`config.mk`:
```
export PLATFORM = sky130hd
export DESIGN_NAME = mod_wavebank
export DESIGN_NICKNAME = d
export VERILOG_FILES = /design/src/rtl/mod_wavebank.sv
export SDC_FILE = /design/constraint.sdc
export NUM_CORES = 2
export LEC_CHECK = 0
export CAP_MARGIN = 25
export CORE_ASPECT_RATIO = 0.7
export CORE_UTILIZATION = 40
export CTS_BUF_LIST = sky130_fd_sc_hd__clkbuf_16
export CTS_CLUSTER_SIZE = 40
export DETAILED_ROUTE_END_ITERATION = 7
export MAX_ROUTING_LAYER = met4
export SLEW_MARGIN = 20
export SYNTH_ARGS = -nofsm -noshare
export SYNTH_HDL_FRONTEND = slang
export SYNTH_SLANG_ARGS = --single-unit
```
`constraint.sdc`:
```
create_clock -name i_clk -period 6.79 [get_ports i_clk]
set_input_delay 1.0185 -clock i_clk [delete_from_list [all_inputs] [get_ports i_clk]]
set_output_delay 1.0185 -clock i_clk [all_outputs]
set_load 0.01 [all_outputs]
```
`src/rtl/mod_wavebank.sv`:
```
// rtl/mod_wavebank.sv - multi-channel oscillator bank (sine/square/saw/triangle) with frame-atomic output
//
// Purpose: on each i_trigger pulse, computes one sample per channel from that
// channel's phase accumulator, then advances the accumulator. All channels
// share one CORDIC datapath and are processed one after another. The finished
// frame is copied to o_sample in a single cycle.
//
// Ports:
//   i_clk        - clock; all logic runs on its rising edge
//   i_rst        - synchronous active-high reset
//   i_trigger    - one-cycle pulse that requests a sample frame
//   i_freq       - per-channel phase increment, channel k at [k*PHASE_W +: PHASE_W]
//   i_wave       - per-channel waveform: 0 sine, 1 square, 2 saw, 3 triangle
//   i_enable     - per-channel enable
//   i_phase_clr  - per-channel phase zero request, captured with i_trigger
//   o_sample     - registered signed samples, channel k at [k*OUT_W +: OUT_W]
//   o_ready      - one-cycle pulse: a new o_sample frame is valid
//   o_busy       - high while a frame is being computed
//   o_overrun    - one-cycle pulse: a trigger arrived while busy and was dropped
module mod_wavebank #(
    parameter int CHANNELS = 4,
    parameter int OUT_W    = 24,
    parameter int PHASE_W  = 32,
    parameter int ITERS    = 20
) (
    input  logic                        i_clk,
    input  logic                        i_rst,
    input  logic                        i_trigger,
    input  logic [CHANNELS*PHASE_W-1:0] i_freq,
    input  logic [CHANNELS*2-1:0]       i_wave,
    input  logic [CHANNELS-1:0]         i_enable,
    input  logic [CHANNELS-1:0]         i_phase_clr,
    output logic [CHANNELS*OUT_W-1:0]   o_sample,
    output logic                        o_ready,
    output logic                        o_busy,
    output logic                        o_overrun
);

    localparam int KW = (CHANNELS > 1) ? $clog2(CHANNELS) : 1;
    localparam int CW = $clog2(ITERS + 1);
    // Guard bits below the output LSB keep CORDIC rounding error small.
    localparam int G  = 4;
    localparam int XW = OUT_W + G + 2;

    localparam logic [OUT_W-1:0]        MAX_O   = {1'b0, {(OUT_W-1){1'b1}}};
    localparam logic [OUT_W-1:0]        NEG_MAX = {1'b1, {(OUT_W-2){1'b0}}, 1'b1};
    localparam logic signed [XW-1:0]    MAX_X   = signed'({{(XW-OUT_W){1'b0}}, MAX_O});
    localparam logic signed [XW-1:0]    HALF    = XW'(1 << (G-1));
    // Start vector x0 = K * MAX * 2^G with K = 0.60725293 (CORDIC gain inverse,
    // 652032875 = K * 2^30), so the final y needs no gain correction.
    localparam logic [OUT_W+33:0]       X0_WIDE = {34'd0, MAX_O} * (OUT_W+34)'(652032875);
    localparam logic signed [XW-1:0]    X0      = signed'(X0_WIDE[30-G +: XW]);

    typedef enum logic [2:0] {IDLE, LOAD, ITER, WRITE, DONE} state_t;

    state_t                      state, state_nx;
    logic [KW-1:0]               k;
    logic [CW-1:0]               cnt;
    logic [CHANNELS*PHASE_W-1:0] freq_sh;
    logic [CHANNELS*2-1:0]       wave_sh;
    logic [CHANNELS-1:0]         en_sh, clr_sh;
    logic [PHASE_W-1:0]          phase   [CHANNELS];
    logic [OUT_W-1:0]            scratch [CHANNELS];
    logic [OUT_W:0]              p_top;
    logic signed [XW-1:0]        cx, cy;
    logic signed [PHASE_W-1:0]   cz;
    logic                        flip;

    // atan(2^-i) in units where 2^32 is one full turn, rescaled to PHASE_W.
    function automatic logic [PHASE_W-1:0] atan_tab(input logic [CW-1:0] i);
        logic [31:0] a;
        case (int'(i))
            0:  a = 32'h2000_0000;  1:  a = 32'h12E4_051E;
            2:  a = 32'h09FB_385B;  3:  a = 32'h0511_11D4;
            4:  a = 32'h028B_0D43;  5:  a = 32'h0145_D7E1;
            6:  a = 32'h00A2_F61E;  7:  a = 32'h0051_7C55;
            8:  a = 32'h0028_BE53;  9:  a = 32'h0014_5F2F;
            10: a = 32'h000A_2F98;  11: a = 32'h0005_17CC;
            12: a = 32'h0002_8BE6;  13: a = 32'h0001_45F3;
            14: a = 32'h0000_A2FA;  15: a = 32'h0000_517D;
            16: a = 32'h0000_28BE;  17: a = 32'h0000_145F;
            18: a = 32'h0000_0A30;  19: a = 32'h0000_0518;
            20: a = 32'h0000_028C;  21: a = 32'h0000_0146;
            22: a = 32'h0000_00A3;  23: a = 32'h0000_0051;
            24: a = 32'h0000_0029;  25: a = 32'h0000_0014;
            26: a = 32'h0000_000A;  27: a = 32'h0000_0005;
            28: a = 32'h0000_0003;  29: a = 32'h0000_0001;
            30: a = 32'h0000_0001;
            default: a = 32'h0000_0000;
        endcase
        return PHASE_W'({a, {PHASE_W{1'b0}}} >> 32);
    endfunction

    // Current-channel view of the captured configuration.
    logic [PHASE_W-1:0] freq_k, p_load;
    logic [1:0]         wave_k;
    logic               en_k, clr_k, flip_load;
    logic signed [PHASE_W-1:0] z_load, atan_i;
    logic signed [XW-1:0]      cx_sh, cy_sh, y_rnd, y_sat;
    logic [OUT_W-1:0]          tri_x, sample_k;

    always_comb begin
        freq_k    = freq_sh[k*PHASE_W +: PHASE_W];
        wave_k    = wave_sh[k*2 +: 2];
        en_k      = en_sh[k];
        clr_k     = clr_sh[k];
        p_load    = clr_k ? '0 : phase[k];
        // Quadrants 01 and 10 are folded by pi (flip the MSB) and the result
        // negated; the folded angle equals the lower bits sign-extended.
        flip_load = p_load[PHASE_W-1] ^ p_load[PHASE_W-2];
        z_load    = signed'({p_load[PHASE_W-2], p_load[PHASE_W-2:0]});
        atan_i    = signed'(atan_tab(cnt));
        cx_sh     = cx >>> cnt;
        cy_sh     = cy >>> cnt;
    end

    always_comb begin
        y_rnd = (cy + HALF) >>> G;
        y_sat = y_rnd;
        if (y_rnd > MAX_X)
            y_sat = MAX_X;
        else if (y_rnd < -MAX_X)
            y_sat = -MAX_X;
        tri_x = p_top[OUT_W] ? ~p_top[OUT_W-1:0] : p_top[OUT_W-1:0];
        sample_k = '0;
        if (en_k) begin
            case (wave_k)
                2'd0:    sample_k = OUT_W'(flip ? -y_sat : y_sat);
                2'd1:    sample_k = p_top[OUT_W] ? NEG_MAX : MAX_O;
                2'd2:    sample_k = {~p_top[OUT_W], p_top[OUT_W-1:1]};
                default: sample_k = {~tri_x[OUT_W-1], tri_x[OUT_W-2:0]};
            endcase
        end
    end

    always_ff @(posedge i_clk) begin
        if (i_rst)
            state <= IDLE;
        else
            state <= state_nx;
    end

    always_comb begin
        state_nx = state;
        case (state)
            IDLE:    if (i_trigger) state_nx = LOAD;
            LOAD:    state_nx = (wave_k == 2'd0 && en_k) ? ITER : WRITE;
            ITER:    if (cnt == CW'(ITERS-1)) state_nx = WRITE;
            WRITE:   state_nx = (k == KW'(CHANNELS-1)) ? DONE : LOAD;
            DONE:    state_nx = IDLE;
            default: state_nx = IDLE;
        endcase
    end

    assign o_busy = (state != IDLE);

    always_ff @(posedge i_clk) begin
        if (i_rst) begin
            for (int j = 0; j < CHANNELS; j++) begin
                phase[j]   <= '0;
                scratch[j] <= '0;
            end
            o_sample  <= '0;
            o_ready   <= 1'b0;
            o_overrun <= 1'b0;
            k         <= '0;
            cnt       <= '0;
            freq_sh   <= '0;
            wave_sh   <= '0;
            en_sh     <= '0;
            clr_sh    <= '0;
            p_top     <= '0;
            cx        <= '0;
            cy        <= '0;
            cz        <= '0;
            flip      <= 1'b0;
        end else begin
            o_ready   <= 1'b0;
            // Any trigger outside IDLE (including DONE) is dropped and flagged.
            o_overrun <= i_trigger && (state != IDLE);
            case (state)
                IDLE: begin
                    if (i_trigger) begin
                        freq_sh <= i_freq;
                        wave_sh <= i_wave;
                        en_sh   <= i_enable;
                        clr_sh  <= i_phase_clr;
                        k       <= '0;
                    end
                end
                LOAD: begin
                    phase[k] <= en_k ? p_load + freq_k : p_load;
                    p_top    <= p_load[PHASE_W-1 -: OUT_W+1];
                    flip     <= flip_load;
                    cx       <= X0;
                    cy       <= '0;
                    cz       <= z_load;
                    cnt      <= '0;
                end
                ITER: begin
                    if (!cz[PHASE_W-1]) begin
                        cx <= cx - cy_sh;
                        cy <= cy + cx_sh;
                        cz <= cz - atan_i;
                    end else begin
                        cx <= cx + cy_sh;
                        cy <= cy - cx_sh;
                        cz <= cz + atan_i;
                    end
                    cnt <= cnt + 1'b1;
                end
                WRITE: begin
                    scratch[k] <= sample_k;
                    if (k != KW'(CHANNELS-1))
                        k <= k + 1'b1;
                end
                DONE: begin
                    for (int j = 0; j < CHANNELS; j++)
                        o_sample[j*OUT_W +: OUT_W] <= scratch[j];
                    o_ready <= 1'b1;
                end
                default: ;
            endcase
        end
    end

endmodule
```
==> metrics.txt <==
Slew @ Worst Pin=1.14 ns; Max clock buf depth=3; fillers=9306; vias in the first global route=32100; worst slack, placed=0.424 ns; worst setup path start=cnt[1]$_SDFFE_PP0N_; 1st-iter DRT viols=4372; CTS H-tree lvls=3; RSZ-0062 raised after global routing=false; # diodes=0; TritonCTS clock tree=built; crit-path cells=buf_12, buf_4, mux4_2, mux2i_1, a21oi_1, a21oi_1, ha_1, and4_1, nand2_1, nor2_1, and2_1, a21oi_1, xor2_1, ha_1, nor3_1, o211ai_1, a311oi_1, nor2_1, a221o_1, nand4_1, a31oi_1, xnor2_1, or3_1, o21ai_1; Crit path max-delay family=simple AND/OR/NAND/NOR gates; Critical Path End Type=flip-flop; Top FF cell, synth=dfxtp_1; FF-to-FF Start=cnt[1]$_SDFFE_PP0N_; CP max stage delay=0.64 ns; most common cell after layout, fill and taps aside=nand2_1; clock slew at reported path FFs=0.06 ns; Initial Utilization=40.6%; top cell type's share of synthesized area=20.5%; die width=376 um; num ports=246; critical path peak fanout=30; number of synthesized flops with an enable pin=224; total CTS buffers=67; Worst Hold Class=flip-flop to flip-flop; CTS Root Cell=clkbuf_16; Nets=4937; clock tree sinks=626; post-layout min period=6.31 ns; Post-Synthesis Cells=4512; Max Cap Viol=0; average cell area after synthesis=8.70 um^2; Worst slew margin=23.4%; PortBufs=245; gpl congestion=1.01; Synth Register Bits=626; core outline area=96600 um^2; Worst IR Drop VDD=0.428 mV; synth-to-layout area growth=15.5%; Die Span Y=264 um; fmax=159 MHz; Area contributors post-synth=dfxtp_1, edfxtp_1, nand2_1; num rows=95; gr usage total=27.0%; grt ovf=0; WP data arrival=6.89 ns; Hold Vio Cnt, Final=0; netlist area before placement=39200 um^2; largest net degree at the start of global routing=182; # setup viols final=0; final WL=134000 um; largest area contributor in the netlist=dfxtp_1; most frequent cells in the layout=nand2_1, a21oi_1, nor2_1, dfxtp_1, clkdlybuf4s50_1; drt pass-1 iters=8; Leak=0.0171 uW; Synth warnings=0; status=finished, violations left; net count after synthesis=4797; Synth cell types=105; CP max-delay cell=dfxtp_4; Core Util, Final=46.9%; hold_buf cts=0; latest clock arrival within the worst-skew pair=0.66 ns; share of layout cells above drive strength 1=10.1%; DR vias/cell=5.84; sequential-to-total area share from yosys stat=37.6%; max-slew violation count=0; most used cell, CP=a21oi_1; Post-Route Skew=0.0269 ns; remaining routing DRC violations=1; Buf/Inv on CP=2; hold_ws=0.450 ns; Routed Antenna Nets=0; total die area=99400 um^2; routed vias=35100; routed len/inst=22.2 um; pwr dens=492 nW/um^2; Setup TNS=0 ns; worst setup path category=flip-flop to flip-flop; multi-input logic area=22800 um^2; total area of sequential cells=14800 um^2; Req. time, crit path=7.37 ns; failing checks=DRC; final worst slack=0.481 ns; Hold Startpoint=freq_sh[114]$_SDFFE_PP0P_; first-pass GRT wire length=202000 um; Async S/R FF share, synth=0%; initial antenna violation count=4; placed wire-length estimate=96300 um; crit share post-route=92.9%; Critical Path Start Type=flip-flop
==> timing repair <==
action | in CTS | in global routing
gates resized for setup | 0 | 4
setup endpoints to repair | 0 | 2
setup buffers | 0 | 0
==> Yosys cell counts, drive strengths merged, types with 13 or more instances <==
cell      n
buf      83
xnor2   142
o31ai    18
o211ai   25
clkbuf  235
nor3b    19
nor2    493
inv      84
a31oi    52
nor3     75
mux4    130
or3      17
nor4     14
or2      13
a21oi   522
o21ai   161
nor2b    53
a22oi    39
dfxtp   402
o22ai    37
nand2   772
a21o     66
a211oi   36
and3     18
nand4    18
nand2b   49
mux2i    88
a221oi   31
mux2     38
ha      134
and2     33
o21a     24
edfxtp  224
nand3    56
xor2    108
==> power by group <==
group,switching (uW),internal (uW)
Combinational,8080,5600
Sequential,652,4390
Clock,1660,1940
Total,10400,11900
==> cell families after synthesis <==
family	Yosys count	share of synthesized area (%)
AND/OR/NAND/NOR	1669	18.7
flip-flops	626	37.6
buffers and inverters	407	4.36
XOR/XNOR	250	5.58
multiplexers	256	10.8
AO/OA/AOI/OAI	1166	18.4
adder cells (fa/ha/maj)	138	4.48
==> path summary, 6_finish.rpt <==
kind | slack [ns] | cells after the start | endpoint
max | 0.48 | 24 | cy[29]$_SDFFE_PP0N_
min | 0.45 | 2 | freq_sh[114]$_SDFFE_PP0P_
max reg2reg | 0.48 | 24 | cy[29]$_SDFFE_PP0N_
min reg2reg | 0.45 | 2 | freq_sh[114]$_SDFFE_PP0P_
==> per-stage QoR <==
stage | cells | area, um^2 | power [uW]
finish | 6014 | 45300 | 22300
global route | 6014 | 45300 | 23900
CTS | 6009 | 45200 | 22000
floorplan | 4512 | 39200 | 15000
global placement | 5883 | 43100 | 18400
detailed placement | 5887 | 43100 | 18400
==> layout make-up <==
type / count / share of cell area (%)
multi-input cells: 3479 / 50.4
flip-flops and latches: 626 / 32.6
repair buffers: 389 / 8.00
clock buffers: 70 / 3.87
well taps: 1309 / 3.61
clock inverters: 52 / 0.776
inverters: 89 / 0.737
==> routing by layer <==
| metal | part of all wire (%) | GRT usage [%] | vias to the layer above |
|---|---|---|---|
| li1 | - | - | 16500 |
| met1 | 48 | 41.7 | 17100 |
| met2 | 40 | 35.3 | 1433 |
| met3 | 10 | 6.46 | 130 |
| met4 | 1.3 | 4.36 | 0 |
| met5 | 0 | - | - |
==> worst reg2reg max path: stages (launching register included) <==
cell and delay [ns]:
dfxtp_4 0.64, buf_12 0.24, buf_4 0.39, mux4_2 0.58, mux2i_1 0.28, a21oi_1 0.19, a21oi_1 0.35, ha_1 0.24
and4_1 0.31, nand2_1 0.15, nor2_1 0.20, and2_1 0.25, a21oi_1 0.11, xor2_1 0.18, ha_1 0.24, nor3_1 0.25
o211ai_1 0.15, a311oi_1 0.29, nor2_1 0.10, a221o_1 0.37, nand4_1 0.11, a31oi_1 0.11, xnor2_1 0.15, or3_1 0.30
o21ai_1 0.08
==> flip-flops by register name, indices dropped and copies added (netlist names), named ones only <==
name,flops
atan_i,30
clr_sh,4
cnt,5
cx,30
cy,30
cz,32
en_sh,4
flip,1
freq_sh,128
k,2
o_overrun,1
o_ready,1
o_sample,96
p_top,25
phase,128
scratch,96
state,3
wave_sh,8
No activity file was read; power rests on OpenSTA's default activity.
